$ cat config.mk
export PLATFORM = sky130hd
export DESIGN_NAME = mem_bank_arbiter
export DESIGN_NICKNAME = d
export VERILOG_FILES = /design/src/rtl/mem_arb_pkg.sv /design/src/rtl/rr_arbiter.sv /design/src/rtl/mem_bank_arbiter.sv
export SDC_FILE = /design/constraint.sdc
export NUM_CORES = 1
export LEC_CHECK = 0
export BUFFER_PORTS_ARGS = -buffer_cell sky130_fd_sc_hd__buf_2
export CAP_MARGIN = 5
export CORE_AREA = 2 2 623 625
export CTS_BUF_LIST = sky130_fd_sc_hd__clkbuf_2 sky130_fd_sc_hd__clkbuf_4 sky130_fd_sc_hd__clkbuf_8
export DETAILED_ROUTE_END_ITERATION = 12
export DIE_AREA = 0 0 625 627
export PLACE_DENSITY_LB_ADDON = 0.08
export RECOVER_POWER = 25
export REMOVE_ABC_BUFFERS = 1
export SYNTH_ARGS = -nofsm -noshare
export SYNTH_HDL_FRONTEND = slang
export SYNTH_HIERARCHICAL = 1
export SYNTH_SLANG_ARGS = --single-unit
$ cat constraint.sdc
create_clock -name clk -period 4.14 [get_ports clk]
set_input_delay 0.207 -clock clk [delete_from_list [all_inputs] [get_ports clk]]
set_output_delay 0.207 -clock clk [all_outputs]
set_load 0.05 [all_outputs]
$ cat src/rtl/mem_arb_pkg.sv
// Shared constants and helpers for the bank-to-memory arbiter.
// The bank ID is stamped into the low bits of the 8-bit opaque field.
package mem_arb_pkg;

  localparam int unsigned OPAQUE_NBITS            = 8;
  localparam int unsigned DEFAULT_REQ_OPAQUE_LSB  = 166;
  localparam int unsigned DEFAULT_RESP_OPAQUE_LSB = 134;

  typedef logic [OPAQUE_NBITS-1:0] opaque_t;

  // Number of opaque bits replaced by the bank ID (0 for a single bank).
  function automatic int unsigned bank_id_nbits(input int unsigned num_banks);
    return (num_banks > 1) ? $clog2(num_banks) : 0;
  endfunction

  // Width of an index/pointer register; never zero so it can be declared.
  function automatic int unsigned bank_idx_nbits(input int unsigned num_banks);
    return (num_banks > 1) ? $clog2(num_banks) : 1;
  endfunction

  function automatic opaque_t bank_id_mask(input int unsigned num_banks);
    return OPAQUE_NBITS'((1 << bank_id_nbits(num_banks)) - 1);
  endfunction

endpackage

$ cat src/rtl/rr_arbiter.sv
// Round-robin arbiter: scans from rr_ptr upward with wrap-around, and
// moves the pointer to one past the winner only when en (a fire) is high.
module rr_arbiter
  import mem_arb_pkg::*;
#(
  parameter int unsigned p_n = 4
) (
  input  logic           clk,
  input  logic           reset,
  input  logic [p_n-1:0] req,
  input  logic           en,
  output logic [p_n-1:0] grant
);

  localparam int unsigned PTR_NBITS = bank_idx_nbits(p_n);

  logic [PTR_NBITS-1:0] rr_ptr_reg;
  logic [PTR_NBITS-1:0] rr_ptr_next;
  logic [PTR_NBITS-1:0] grant_idx;
  logic [PTR_NBITS-1:0] cand;
  logic                 found;

  always_comb begin
    grant     = '0;
    grant_idx = '0;
    cand      = '0;
    found     = 1'b0;
    for (int unsigned k = 0; k < p_n; k++) begin
      cand = PTR_NBITS'((32'(rr_ptr_reg) + k) % p_n);
      if (!found && req[cand]) begin
        found       = 1'b1;
        grant[cand] = 1'b1;
        grant_idx   = cand;
      end
    end
  end

  always_comb begin
    rr_ptr_next = rr_ptr_reg;
    if (en && found) begin
      rr_ptr_next = PTR_NBITS'((32'(grant_idx) + 1) % p_n);
    end
  end

  always_ff @(posedge clk) begin
    if (reset) begin
      rr_ptr_reg <= '0;
    end else begin
      rr_ptr_reg <= rr_ptr_next;
    end
  end

endmodule

$ cat src/rtl/mem_bank_arbiter.sv
// Merges N blocking cache-bank request streams onto one memory port and
// routes responses back by the bank ID stamped into the opaque field.
module mem_bank_arbiter
  import mem_arb_pkg::*;
#(
  parameter int unsigned p_num_banks       = 4,
  parameter int unsigned p_req_nbits       = 175,
  parameter int unsigned p_resp_nbits      = 145,
  parameter int unsigned p_req_opaque_lsb  = DEFAULT_REQ_OPAQUE_LSB,
  parameter int unsigned p_resp_opaque_lsb = DEFAULT_RESP_OPAQUE_LSB
) (
  input  logic                                clk,
  input  logic                                reset,
  input  logic [p_num_banks-1:0]              bank_req_val,
  output logic [p_num_banks-1:0]              bank_req_rdy,
  input  logic [p_num_banks*p_req_nbits-1:0]  bank_req_msg,
  output logic [p_num_banks-1:0]              bank_resp_val,
  input  logic [p_num_banks-1:0]              bank_resp_rdy,
  output logic [p_num_banks*p_resp_nbits-1:0] bank_resp_msg,
  output logic                                memreq_val,
  input  logic                                memreq_rdy,
  output logic [p_req_nbits-1:0]              memreq_msg,
  input  logic                                memresp_val,
  output logic                                memresp_rdy,
  input  logic [p_resp_nbits-1:0]             memresp_msg,
  output logic                                route_err
);

  localparam int unsigned IDX_NBITS = bank_idx_nbits(p_num_banks);
  localparam opaque_t     ID_MASK   = bank_id_mask(p_num_banks);

  logic [p_num_banks-1:0]  outstanding_reg;
  logic [p_num_banks-1:0]  outstanding_next;
  opaque_t                 saved_opaque_reg [p_num_banks];
  logic                    route_err_reg;

  logic [p_req_nbits-1:0]  req_msg_arr [p_num_banks];
  logic [p_num_banks-1:0]  elig;
  logic [p_num_banks-1:0]  grant;
  logic [IDX_NBITS-1:0]    grant_idx;
  opaque_t                 req_opaque;
  logic                    req_fire;

  logic [IDX_NBITS-1:0]    resp_idx;
  logic                    route_ok;
  logic                    resp_fire;
  logic [p_resp_nbits-1:0] resp_msg_restored;

  genvar gi;
  generate
    for (gi = 0; gi < p_num_banks; gi++) begin : g_bank
      assign req_msg_arr[gi] = bank_req_msg[gi*p_req_nbits +: p_req_nbits];
      assign bank_resp_msg[gi*p_resp_nbits +: p_resp_nbits] = resp_msg_restored;
    end
  endgenerate

  // A bank with a transaction in flight is ineligible, even in the cycle
  // its response fires.
  assign elig = bank_req_val & ~outstanding_reg;

  rr_arbiter #(
    .p_n (p_num_banks)
  ) u_rr_arbiter (
    .clk   (clk),
    .reset (reset),
    .req   (elig),
    .en    (req_fire),
    .grant (grant)
  );

  always_comb begin
    grant_idx = '0;
    for (int unsigned i = 0; i < p_num_banks; i++) begin
      if (grant[i]) grant_idx = IDX_NBITS'(i);
    end
  end

  assign memreq_val   = ~reset & (|elig);
  assign req_fire     = memreq_val & memreq_rdy;
  assign bank_req_rdy = {p_num_banks{~reset & memreq_rdy}} & grant;
  assign req_opaque   = req_msg_arr[grant_idx][p_req_opaque_lsb +: OPAQUE_NBITS];

  always_comb begin
    memreq_msg = req_msg_arr[grant_idx];
    memreq_msg[p_req_opaque_lsb +: OPAQUE_NBITS] =
      (req_opaque & ~ID_MASK) | (OPAQUE_NBITS'(grant_idx) & ID_MASK);
  end

  // Masking keeps the index below N for every legal (power-of-two) N.
  assign resp_idx  = IDX_NBITS'(memresp_msg[p_resp_opaque_lsb +: OPAQUE_NBITS] & ID_MASK);
  assign route_ok  = outstanding_reg[resp_idx];
  assign memresp_rdy = ~reset & (route_ok ? bank_resp_rdy[resp_idx] : 1'b1);
  assign resp_fire = memresp_val & memresp_rdy;

  always_comb begin
    bank_resp_val = '0;
    if (!reset && memresp_val && route_ok) begin
      bank_resp_val[resp_idx] = 1'b1;
    end
  end

  always_comb begin
    resp_msg_restored = memresp_msg;
    resp_msg_restored[p_resp_opaque_lsb +: OPAQUE_NBITS] = saved_opaque_reg[resp_idx];
  end

  always_comb begin
    outstanding_next = outstanding_reg;
    if (req_fire) outstanding_next[grant_idx] = 1'b1;
    if (resp_fire && route_ok) outstanding_next[resp_idx] = 1'b0;
  end

  always_ff @(posedge clk) begin
    if (reset) begin
      outstanding_reg <= '0;
      route_err_reg   <= 1'b0;
      for (int unsigned i = 0; i < p_num_banks; i++) begin
        saved_opaque_reg[i] <= '0;
      end
    end else begin
      outstanding_reg <= outstanding_next;
      if (req_fire) saved_opaque_reg[grant_idx] <= req_opaque;
      if (resp_fire && !route_ok) route_err_reg <= 1'b1;
    end
  end

  assign route_err = route_err_reg;

endmodule
After elaboration in Yosys (flattened, before gate mapping)
Memory sizes are Yosys's and may differ from the RTL's.
Index checks and enable logic that the tools add are counted.

storage, ports and cells
  bits in registers = 7
  memory bits (writable) = 32
  output and inout port bits = 766
  memories = 1

memory list
  name              depth  bits a word  rd ports  clocked after memory_dff  write ports  RTL line                source
  saved_opaque_reg  4      8            1         0                         4            mem_bank_arbiter.sv:34  opaque_t saved_opaque_reg [p_num_banks];

cells by class
  $add $sub $neg = 4
  order comparisons = 13
  muxes and demuxes = 54
  bitwise operators = 17
  reductions and logical operators = 21

operator list
  kind                   count
  $bmux W175 S2          1
  $mux W175              2
  $mux W4                7
  $mux W1                24
  $lt A2 B3 Y1 const B   6
  $or A4 B4 Y4           4
  $logic_and A1 B1 Y1    14
  $mux W2                7
  $and A4 B4 Y4          3
  $bmux W1 S2            6
  $demux W1 S2           6
  $ge A2 B1 Y1 const B   6
  $mux W8                1
  $not A4 Y4             2
  $or A8 B2 Y8           1
  $reduce_or A8 Y1       1
  $and A1 B1 Y1          5
  $logic_not A1 Y1       5
  $add A2 B1 Y2 const B  2
  $add A2 B2 Y2 const B  2
  $reduce_or A4 Y1       1
  $ge A3 B3 Y1 const B   1
  $not A2 Y3             1
  $not A1 Y1             1

Depth between registers and ports, before layout
  word-level depth = 25
  depth in mapped cells = 16
  mapped depth without buffers = 11

Modules after synthesis
Netlist, hierarchy kept.

by module, submodules not included
  module            times used  cells an instance  area each (µm²)  sequential area each (µm²)
  mem_bank_arbiter  1           1678               11328.4          1061.0
  rr_arbiter        1           68                 573.0            40.0

Worst setup path after synthesis
OpenSTA, ideal clock, no wires.

  path kind = reg2out
  from = register u_rr_arbiter.rr_ptr_reg[0]
  to = output memreq_msg[148]
  arrival = 4.171 ns
  required time = 3.933 ns
  path slack = -0.238 ns
  cell stages (with the launch flop) = 15
  path buffers = 5
  path through = dfxtp_1 > buf_2 > inv_1 > ha_1 > buf_6 > or3b_1 > a2111o_1 > nand3_2 > a22oi_1 > o21ai_0 > buf_2 > clkbuf_1 > clkbuf_1 > a21oi_1 > o21ai_0

on the way
  elaborated cells between the ends (all ways) = 54
  classes of those cells = 3 x add/sub; 8 x order compare; 29 x mux; 4 x bitwise; 10 x reduce/logical

RTL lines
  what                                                   RTL line                source
  start, declared                                        rr_arbiter.sv:17        logic [PTR_NBITS-1:0] rr_ptr_reg;
  start signal, assigned                                 rr_arbiter.sv:49        rr_ptr_reg <= rr_ptr_next;
  branches (longest 11 deep; another with $lt A2 B3 Y1)  n/a
  $mux W4 *                                              rr_arbiter.sv:30        if (!found && req[cand]) begin
  net grant[2]                                           mem_bank_arbiter.sv:39  logic [p_num_banks-1:0] grant;
  $mux W2 * (2 in a row)                                 mem_bank_arbiter.sv:74  if (grant[i]) grant_idx = IDX_NBITS'(i);
  $not A2 Y3 (not written as such) *                     mem_bank_arbiter.sv:84  memreq_msg = req_msg_arr[grant_idx];
  $bmux W175 S2 *                                        mem_bank_arbiter.sv:84
  $mux W175 (not written as such) * (2 in a row)         mem_bank_arbiter.sv:84
  end, declared                                          mem_bank_arbiter.sv:22  output logic [p_req_nbits-1:0] memreq_msg,

Mark *: on every way through the listed nets, which the timed path passes. The select of a mux whose other input is x is not followed.

Final worst setup path
  from = register u_rr_arbiter.rr_ptr_reg[1]
  to = output memreq_msg[122]

on the way
  longest elaborated chain between the ends = 19
  elaborated cells between the ends (all ways) = 54
  classes of those cells = 3 x add/sub; 8 x order compare; 29 x mux; 4 x bitwise; 10 x reduce/logical

RTL lines
  what                                                   RTL line
  branches (longest 11 deep; another with $lt A2 B3 Y1)  n/a
  $mux W4 *                                              rr_arbiter.sv:30
  net grant[1]                                           mem_bank_arbiter.sv:39
  $mux W1 *                                              mem_bank_arbiter.sv:74
  $mux W2 * (2 in a row)                                 mem_bank_arbiter.sv:74
  $not A2 Y3 (not written as such) *                     mem_bank_arbiter.sv:84
  $bmux W175 S2 *                                        mem_bank_arbiter.sv:84
  $mux W175 (not written as such) * (2 in a row)         mem_bank_arbiter.sv:84

Marked as above.

==> summary.md <==
| Metric | Value |
|---|---|
| Syn. warnings | 6 |
| WP data required | 3930 ps |
| Grt ovf | 0 |
| GRT Overall Usage | 13.2% |
| Fin nets | 3,032 |
| Fin crit share | 96.7% |
| Port bufs | 931 |
| Die Area | 392,000 sq um |
| Largest register FFs | 32 |
| Row count | 228 |
| Syn Inst Count | 1,746 |
| P&R area growth vs syn | 83.0% |
| Setup CP Type | reg -> out |
| Leakage | 7.95 nW |
| Clock Tree Buf Depth | 2 |
| Share of post-route cells with drive strength above 1 | 54.9% |
| Finished Layout Cells | 7,234 |
| Max_cap viols | 0 |
| Post-synth EDFFs | 32 |
| Syn_area_per_cell | 6.82 sq um |
| Hold Crit Class | in -> reg |
| Final Skew | 5.39 ps |
| Final Critical Period | 4000 ps |
| CTS root buf | clkbuf_8 |
| Filler cells | 45,600 |
| Clock Latency Late Sink | 320 ps |
| Register area | 1100 sq um |
| Placed Area | 20,900 sq um |
| Design Area, Final | 21,800 sq um |
| DR vias | 15,300 |
| Synth Flop Type | edfxtp_1 |
| Initial DRC Count | 1,181 |
| Max Freq | 0.250 GHz |
| TritonCTS clock tree | done |
| Register bit count reported by yosys | 39 |
| Maximum VDD drop | 396 uV |
| Dpl cells | 7,201 |
| Worst Setup End Kind | primary output |
| Asr flop ratio synth | 0% |
| Routed WL per cell | 37.4 um |
| Startpoint type of the worst setup path | flop |
| Slew Viols, Final | 0 |
| CTS H-tree depth | 2 |
| Largest net degree at the start of global routing | 67 |
| Via-per-instance ratio | 2.12 |
| Unrepaired setup endpoints after global routing | yes |
| Total chip power | 24.5 mW |
| Synth cell types | 51 |
| Clock Pin Slew Worst Setup and Hold Paths | 90 ps |
| Post-synthesis sequential area ratio | 9.25% |
| Initial antenna violation count | 60 |
| Post-DP HPWL | 238,000 um |
| Footprint of the multi-input gates | 6280 sq um |
| Crit path DAT | 3800 ps |
| CTS sink cnt | 39 |
| Cell area after synthesis | 11,900 sq um |
| Chip Height | 627 um |
| Antenna-violating nets left | 0 |
| Global-route wire length before repair | 304,000 um |
| IO Count | 1,623 |
| Rel. slew slack | 47.8% |
| Post-CTS Hold Buffers | 0 |
| Max FO, Critical Path | 9 |
| Fin Hold WS | 87.9 ps |
| Worst-Margin Slew | 781 ps |
| First drt pass iteration count | 5 |
| WL final | 270,000 um |
| Placer congestion estimate | 0.793 |
| Pwr dens | 1120 nW/um^2 |
| Final Hold Vio Count | 0 |
| Core Area | 385,000 sq um |
| Inserted Clock Buffers | 5 |
| Initial Util | 3.09% |
| Die width | 625 um |
| DRC | 0 |
| Vias in the first global route | 14,800 |
| Final setup vio count | 0 |
| Outcome | completed |
[report_power, final]
part           switching [mW]  internal [mW]
registers              0.0406          0.550
logic                    15.5           7.97
clock network           0.168          0.248
[routing by layer]
layer | GRT usage (%) | wire length [um] | vias up
met1 | 10.4 | 75700 | 6821
li1 | - | - | 6145
met5 | 5.90 | 3250 | -
met4 | 1.66 | 4540 | 60
met2 | 21.7 | 125000 | 2081
met3 | 14.4 | 62100 | 209
[cell usage after synthesis, types with 2 or more instances]
master	n	area, sq um
edfxtp_1	32	961
nand3_2	2	20.0
clkbuf_1	75	282
buf_1	3	11.3
nand3_1	2	10.0
nor2b_1	10	62.6
or4_1	2	15.0
inv_1	13	48.8
buf_6	2	22.5
and2_1	4	25.0
nor3_1	4	20.0
o21ai_1	3	15.0
buf_2	27	135
nand3b_1	3	22.5
a31o_2	3	26.3
a21oi_1	175	876
nor2_1	199	747
nand2b_1	2	12.5
mux2i_1	185	1850
and3_1	8	50.1
o21ai_0	179	896
nand2_1	180	676
buf_4	574	4310
a21o_1	2	15.0
a22oi_1	10	75.1
mux4_2	11	248
dfxtp_1	7	140
ha_1	6	75.1
[cell type report]
type	count	share of cell area, %
Clock buffer	6	0.350
Tap cell	5060	29.1
Timing Repair Buffer	1099	36.1
Antenna cell	4	0.0460
Inverter	14	0.264
Clock inverter	2	0.276
Multi-Input combinational cell	1010	28.9
Sequential cell	39	5.06
[timing repair]
item,CTS,global route
pin swaps,2,1
endpoints found under the setup margin,95,116
resized for setup,122,35
gates cloned,3,2
setup buffers,6,10
[per-stage QoR]
stage,setup TNS (ps),util (%),setup WS [ps]
3_3_place_gp,-3560,5.44,-380
4_1_cts,-306,5.60,-45.6
3_5_place_dp,-3230,5.44,-403
2_1_floorplan,-4726760,-,-20000
6_report,0,5.66,136
5_1_grt,-48.9,5.66,-26.8
[critical path: stages (launching register included)]
cell     delay [ps]
dfxtp_1         350
inv_1            90
ha_4            290
mux4_2          590
nor2b_4         160
a22oi_1         100
o21ai_4         200
buf_12          150
buf_16          170
buf_16          180
buf_4           120
mux2i_1         190
nor2_1           50
a21oi_1         300
o21ai_2         140
buf_4           170
buf_12          150
[final timing paths]
kind | startpoint | cells after the start | slack (ps) | end
max reg2reg | u_rr_arbiter/rr_ptr_reg[1]$_SDFFE_PP0P_ | 15 | 400 | saved_opaque_reg[1][1]$_SDFFCE_PN0P_
max | u_rr_arbiter/rr_ptr_reg[1]$_SDFFE_PP0P_ | 16 | 140 | memreq_msg[122]
min reg2reg | route_err$_SDFFE_PP0P_ | 2 | 500 | route_err$_SDFFE_PP0P_
min | bank_resp_rdy[2] | 2 | 90 | outstanding_reg[2]$_SDFF_PP0_
[placed cells by master, fill, tap and decap left out, types with 3 or more instances in the layout]
master    count
a21oi_1     167
a21oi_2       8
a22oi_1      10
a31o_2        3
and2_1        4
and3_1        8
buf_12      113
buf_16        7
buf_2       826
buf_4       138
buf_6         9
clkbuf_4      3
clkbuf_8      5
dfxtp_1       7
diode_2       4
edfxtp_1     32
ha_1          5
inv_1        13
mux2i_1     171
mux2i_2      10
mux2i_4       4
mux4_2       11
nand2_1     180
nand3b_1      3
nor2_1      197
nor2_2        3
nor2b_1       9
nor3_1        4
o21ai_0     117
o21ai_1      30
o21ai_2      27
o21ai_4       8
[kinds of logic after synthesis]
family | Yosys count | share of synthesized area [%]
AOI/OAI and AO/OA | 380 | 16.7
and+or+nand+nor | 425 | 14.7
adders and majority gates | 6 | 0.631
buffers and inverters | 697 | 40.7
xor gates and xnor gates | 1 | 0.0736
muxes | 198 | 18.0
DFF | 39 | 9.25
(Power assumes the default switching activity.)
